## src/rtl/ncl_pkg.sv

```systemverilog
// Shared types and dual-rail encoding constants for the NCL transmit bridge.
package ncl_pkg;

    typedef enum logic [1:0] {
        S_IDLE = 2'd0,
        S_DATA = 2'd1,
        S_NULL = 2'd2
    } state_t;

    // Dual-rail pair encoding, packed as {T,F}
    localparam logic [1:0] DR_NULL  = 2'b00;
    localparam logic [1:0] DR_DATA0 = 2'b01;
    localparam logic [1:0] DR_DATA1 = 2'b10;

    localparam logic KI_RFD = 1'b1;
    localparam logic KI_RFN = 1'b0;

    function automatic logic [1:0] dr_encode(input logic b);
        return b ? DR_DATA1 : DR_DATA0;
    endfunction

endpackage

```

## src/rtl/ncl_sync.sv

```systemverilog
// N-stage reset-to-zero flop chain used to bring the NCL completion signal into CLK.
module ncl_sync #(
    parameter int unsigned STAGES = 2
) (
    input  logic i_clk,
    input  logic i_rst,
    input  logic i_d,
    output logic o_q
);

    logic [STAGES-1:0] r_chain;

    if (STAGES == 1) begin : g_one
        always_ff @(posedge i_clk) begin
            if (i_rst) r_chain <= '0;
            else       r_chain <= i_d;
        end
    end else begin : g_multi
        always_ff @(posedge i_clk) begin
            if (i_rst) r_chain <= '0;
            else       r_chain <= {r_chain[STAGES-2:0], i_d};
        end
    end

    assign o_q = r_chain[STAGES-1];

endmodule

```

## src/rtl/ncl_tx_bridge.sv

```systemverilog
// Valid/ready stream to NCL dual-rail four-phase producer, paced by consumer KI.
// Define NCL_TX_SYNC_EN to pass KI through a SYNC_STAGES synchronizer instead of one flop.
module ncl_tx_bridge
    import ncl_pkg::*;
#(
    parameter int unsigned WIDTH       = 8,
    parameter int unsigned SYNC_STAGES = 2,
    parameter int unsigned NULL_CYC    = 1
) (
    input  logic             CLK,
    input  logic             RST,
    input  logic [WIDTH-1:0] IN_DATA,
    input  logic             IN_VALID,
    output logic             IN_READY,
    input  logic             KI,
    output logic [WIDTH-1:0] D_T,
    output logic [WIDTH-1:0] D_F,
    output logic             BUSY
);

`ifdef NCL_TX_SYNC_EN
    localparam bit SYNC_EN = 1'b1;
`else
    localparam bit SYNC_EN = 1'b0;
`endif

    localparam int unsigned SYNC_N    = (SYNC_STAGES < 2) ? 2 : SYNC_STAGES;
    localparam int unsigned KI_STAGES = SYNC_EN ? SYNC_N : 1;
    localparam int unsigned NULL_N    = (NULL_CYC < 1) ? 1 : NULL_CYC;
    localparam int unsigned CW        = $clog2(NULL_N + 1);
    localparam logic [CW-1:0] CNT_LOAD = CW'(NULL_N);

    state_t           r_state;
    logic [CW-1:0]    r_cnt;
    logic [WIDTH-1:0] r_dt;
    logic [WIDTH-1:0] r_df;
    logic             r_busy;

    logic             w_ki_s;
    logic             w_cnt_zero;
    logic             w_accept;

    ncl_sync #(
        .STAGES (KI_STAGES)
    ) u_ki_sync (
        .i_clk (CLK),
        .i_rst (RST),
        .i_d   (KI),
        .o_q   (w_ki_s)
    );

    assign w_cnt_zero = (r_cnt == '0);
    assign IN_READY   = (r_state == S_IDLE) && (w_ki_s == KI_RFD) && w_cnt_zero;
    assign w_accept   = IN_VALID && IN_READY;

    // Wavefront FSM; the spacer counter also drains in S_IDLE so reset enforces a NULL gap
    always_ff @(posedge CLK) begin
        if (RST) begin
            r_state <= S_IDLE;
            r_cnt   <= CNT_LOAD;
            r_busy  <= 1'b0;
            for (int i = 0; i < int'(WIDTH); i++) begin
                {r_dt[i], r_df[i]} <= DR_NULL;
            end
        end else begin
            case (r_state)
                S_IDLE: begin
                    if (!w_cnt_zero) r_cnt <= r_cnt - CW'(1);
                    if (w_accept) begin
                        r_state <= S_DATA;
                        r_busy  <= 1'b1;
                        for (int i = 0; i < int'(WIDTH); i++) begin
                            {r_dt[i], r_df[i]} <= dr_encode(IN_DATA[i]);
                        end
                    end
                end
                S_DATA: begin
                    if (w_ki_s == KI_RFN) begin
                        r_state <= S_NULL;
                        r_cnt   <= CNT_LOAD;
                        for (int i = 0; i < int'(WIDTH); i++) begin
                            {r_dt[i], r_df[i]} <= DR_NULL;
                        end
                    end
                end
                S_NULL: begin
                    if (w_cnt_zero) begin
                        r_state <= S_IDLE;
                        r_busy  <= 1'b0;
                    end else begin
                        r_cnt <= r_cnt - CW'(1);
                    end
                end
                default: begin
                    r_state <= S_IDLE;
                    r_busy  <= 1'b0;
                    for (int i = 0; i < int'(WIDTH); i++) begin
                        {r_dt[i], r_df[i]} <= DR_NULL;
                    end
                end
            endcase
        end
    end

    assign D_T  = r_dt;
    assign D_F  = r_df;
    assign BUSY = r_busy;

endmodule

```

## config.mk

```make
export PLATFORM = sky130hd
export DESIGN_NAME = ncl_tx_bridge
export DESIGN_NICKNAME = d
export VERILOG_FILES = /design/src/rtl/ncl_pkg.sv /design/src/rtl/ncl_sync.sv /design/src/rtl/ncl_tx_bridge.sv
export SDC_FILE = /design/constraint.sdc
export NUM_CORES = 1
export LEC_CHECK = 0
export ABC_AREA = 1
export ABC_CLOCK_PERIOD_IN_PS = 2600
export CAP_MARGIN = 20
export CORE_MARGIN = 2
export CORE_UTILIZATION = 46
export DETAILED_ROUTE_END_ITERATION = 6
export PLACE_DENSITY = 0.81
export SYNTH_ARGS = -nofsm -noshare
export SYNTH_HDL_FRONTEND = slang
export SYNTH_SLANG_ARGS = --single-unit
export TNS_END_PERCENT = 30
```

## constraint.sdc

```tcl
create_clock -name CLK -period 2.6 [get_ports CLK]
set_clock_uncertainty 0.15 [all_clocks]
set_input_delay 0.39 -clock CLK [delete_from_list [all_inputs] [get_ports CLK]]
set_output_delay 0.39 -clock CLK [all_outputs]
set_load 0.01 [all_outputs]
```

[After elaboration in Yosys (flattened, before gate mapping)]
Cells that the tools add are included.
Cells by class
  add/sub/neg operators: 1
  multipliers: 0
  divide/modulo/power cells: 0
  $lt $le $gt $ge: 0
  eq/ne operators: 5
  shift operators: 0
  mux-type cells: 23
  bitwise gates (word level): 3
  reductions and logical operators: 10
Operator list (count)
  8-bit case mux with 3 select lines: 2
  8-bit two-way mux: 3
  2-bit two-way mux: 11
  3-bit AND reduction: 3
  2-bit != test (second input constant): 3
  2-bit case mux with 3 select lines: 1
  1-bit two-way mux: 4
  1-bit logical AND: 3
  1-bit NOT: 3
  1-bit case mux with 3 select lines: 1
  2-bit by 1-bit equality test with 1-bit output (second input constant): 1
  2-bit equality test (second input constant): 1
  2-bit logical NOT: 1
  1-bit case mux with 2 select lines: 1
  2-bit AND reduction: 1
  2-bit nonzero test: 1
  2-bit OR reduction: 1
  1-bit subtractor (second input constant): 1
Word-level totals
  bits in registers: 21
  bits in latches: 0
  bits in writable memories: 0
  bits in read-only memories: 0
  output and inout bits: 18
  memories kept: 0

[Logic depth before layout (Yosys ltp)]
  depth in word-level cells: 6
  mapped depth: 8
  gate-level depth less buffers: 7

[Cells and area by module]
A second synthesis with hierarchy kept.
Second synthesis, totals
  cells, all modules: 112
  area, all modules: 939.7 um2
Modules (own cells, without submodules)
  ncl_tx_bridge: times used 1, cells an instance 109, area an instance 909.6 um2
  ncl_sync: times used 1, cells an instance 3, area an instance 30.0 um2

[Least setup slack after synthesis]
No wires, ideal clock.
  kind: register to output
  from: register u_ki_sync.r_chain, in the netlist u_ki_sync.o_q
  to: output port IN_READY
  data arrival time: 973 ps
  required time: 2060 ps
  path slack: 1087 ps
  stages on the path, launching flop included: 5
  cell sequence: dfxtp_1 -> inv_1 -> nor2_2 -> inv_1 -> nor3_1
Between the ends
  word-level cells in the longest chain between the ends: 2
Ends and longest elaborated chain
  start: declaration: RTL line ncl_sync.sv:11  | logic [STAGES-1:0] r_chain;
  start signal: assignment: RTL line ncl_sync.sv:16  | else r_chain <= i_d;
  1-bit logical AND (2 in series): RTL line ncl_tx_bridge.sv:53  | assign IN_READY = (r_state == S_IDLE) && (w_ki_s == KI_RFD) && w_cnt_zero;
  end: declaration: RTL line ncl_tx_bridge.sv:14  | output logic IN_READY,
Every way passes these cells.

[Worst setup path after layout]
Same ends and word-level chain as after synthesis.

==> qor.txt <==
Filler cells: 166
Switching share of total power: 24.5%
Max clock buf depth: 2
CTS buffer count: 3
Worst Hold End: D_F[7]
Tcrit/Tclk final: 92.1%
Sequential share of the synthesized area: 48.6%
Post-CTS Setup Inserts: 0
Wire per inst: 12.3 µm
Synth Warn #: 0
#FFs+latches synth: 21
Fmax: 417 MHz
TritonCTS clock tree: yes
Worst hold path class: reg -> reg
Via count: 852
Largest net degree at the start of global routing: 17
CORE AREA: 0.00175 mm²
Crit Reg-Reg Startpoint: r_state[1]
Yosys top cell area share: 48.6%
Pint: 434 µW
Fin. Hold Viols: 0
Post-cts resize count: 0
Routed WL: 2010 µm
Pwr Total: 574 µW
P_sw: 141 µW
Vias per inst: 5.23
Leakage: 0.000415 µW
Setup TNS: 0 ps
Core Rows: 15
Antenna violations before repair: 0
Total gr overflow: 0
ANT nets after route: 0
IO Pins: 30
Register area: 420 µm²
GP Congestion: 0.863
Nets@finish: 151
RSZ-0062 raised after global routing: false
Worst-Skew Late Latency: 290 ps
Crit path kind: reg -> out
Relative slew slack: 67.2%
Worst EP arrival: 1860 ps
Reg2reg end: D_T[4]
Max IR drop VDD: 0.342 mV
Vias in the first global route: 780
Critical Path Fanout Max: 10
Area contributors post-synth: dfxtp_1, a21oi_1, nand2_1
Sink Count: 21
Horiz. Die Dim: 47.4 µm
Worst-Margin Slew: 491 ps
Area leader, netlist: dfxtp_1
CP Data Required Time: 2060 ps
Post-CTS Hold Fix Bufs: 0
Synth Area per Inst: 7.87 µm²
P&R area growth vs syn: 37.4%
DP Wirelength: 1460 µm
Drt first pass iters: 4
R2R depth: 7
Hold path start: D_F[7]
Final routed DRC violation total: 0
Synth unique cells: 18
Mapped Nets: 122
PwrDens: 483 mW/mm²
Antenna Cells: 0
Post-layout min period: 2400 ps
First-pass GRT wire length: 3170 µm
Crit start category: register
Cell area after synthesis: 866 µm²
Layout cells sized above 1: 6.52%
Area taken by multi-input logic gates: 384 µm²
Root buffer cell: clkbuf_4
Die ar.: 0.00225 mm²
Combinational Power Share: 14.3%
Reg2reg setup slack: 870 ps
Number of DRC markers in iteration 0: 24
Fin. max-slew vios: 0
Max-cap viol count: 0
H-tree depth: 1
IO buf count: 29
Flop pwr share: 59.2%
Final setup viols: 0
Initial Utilization: 49.6%
Status: complete, no violations
Mapped Cells: 110
GRT Util Overall: 20.2%
Worst Setup End Kind: output pin
Hold Path Stages: 2
Clock power frac: 26.6%
Height of the die: 47.4 µm
Clock transition at path regs: 110 ps
==> layout by cell type (no fill, tap or decap), types with 2 or more instances in the layout <==
cell type,n
nand4_1,8
a21oi_1,18
nand3_1,11
nor3_1,10
dfxtp_1,21
nor2_1,2
clkbuf_4,3
nand2_1,19
nand2_4,2
inv_1,7
clkdlybuf4s50_1,29
==> sequential cells by signal, indices dropped and copies added (netlist names) <==
register	count
D_T	8
r_state	2
r_cnt	1
D_F	8
u_ki_sync.o_q	1
BUSY	1
==> critical path: stages (launching register included) <==
cell	delay, ps
dfxtp_1	410
inv_1	70
nor2_2	300
inv_1	100
nor3_1	130
clkdlybuf4s50_1	560
==> worst max path at each step <==
| stage | depth (start not counted) | slack (ps) | end | start |
|---|---|---|---|---|
| after global placement | 5 | 610 | IN_READY | u_ki_sync.o_q |
| final | 5 | 200 | IN_READY | u_ki_sync.o_q |
| after floorplan | 4 | 1090 | IN_READY | u_ki_sync.o_q |
| after global routing | 5 | 80 | IN_READY | u_ki_sync.o_q |
| after CTS | 5 | 200 | IN_READY | u_ki_sync.o_q |
| after detailed placement | 5 | 540 | IN_READY | u_ki_sync.o_q |
==> routing by layer <==
metal | share of wire, % | up-vias | routed length, µm | track usage [%]
met4 | 0.95 | 0 | 19 | 9.44
met5 | 0 | - | 0 | 0
met1 | 44 | 386 | 888 | 23.0
met3 | 4.6 | 2 | 92 | 3.46
li1 | - | 437 | - | -
met2 | 50 | 27 | 1010 | 36.2
==> layout make-up <==
| type | instances | share of cell area (%) |
|---|---|---|
| flip-flops and latches | 21 | 35.3 |
| multi-input cells | 75 | 32.3 |
| repair buffers | 30 | 25.0 |
| well taps | 25 | 2.63 |
| inverters | 8 | 2.52 |
| clock buffers | 4 | 2.21 |
==> stage by stage <==
stage | hold slack, ps | util [%] | worst slack, ps | instance area [µm²] | cells
6_report | 317 | 68.2 | 205 | 1190 | 163
2_1_floorplan | 333 | - | 1090 | 866 | 110
5_1_grt | 345 | 68.2 | 76.4 | 1190 | 163
3_3_place_gp | 300 | 66.7 | 611 | 1160 | 159
3_5_place_dp | 304 | 66.7 | 538 | 1160 | 159
4_1_cts | 321 | 68.2 | 201 | 1190 | 163
==> cells in the mapped netlist <==
cell / n
buf_6: 1
nand4_1: 8
nor2_2: 1
dfxtp_1: 21
inv_1: 7
nor2_4: 1
nand3_1: 11
a21oi_1: 18
buf_2: 1
nor3_1: 10
nand2_1: 19
o21a_1: 1
inv_2: 1
nand2_4: 2
o211ai_1: 1
nor2_1: 2
o21ai_0: 1
clkbuf_1: 4
==> power by group through the flow <==
stage	registers (µW)	logic, µW	clock network (µW)
CTS	340	81.9	158
global route	341	89.6	166
detailed placement	347	81.6	0
finish	340	81.9	153
floorplan	349	37.8	0
global placement	346	79.9	0
==> cell families (layout without fill, tap and decap cells) <==
family,Yosys count,in the layout,share of synthesized area (%)
and+or+nand+nor,54,54,31.6
buffers and inverters,14,42,7.08
DFF,21,21,48.6
AOI/OAI and AO/OA,21,21,12.7
Note: power is estimated with default switching activity, not from simulation.
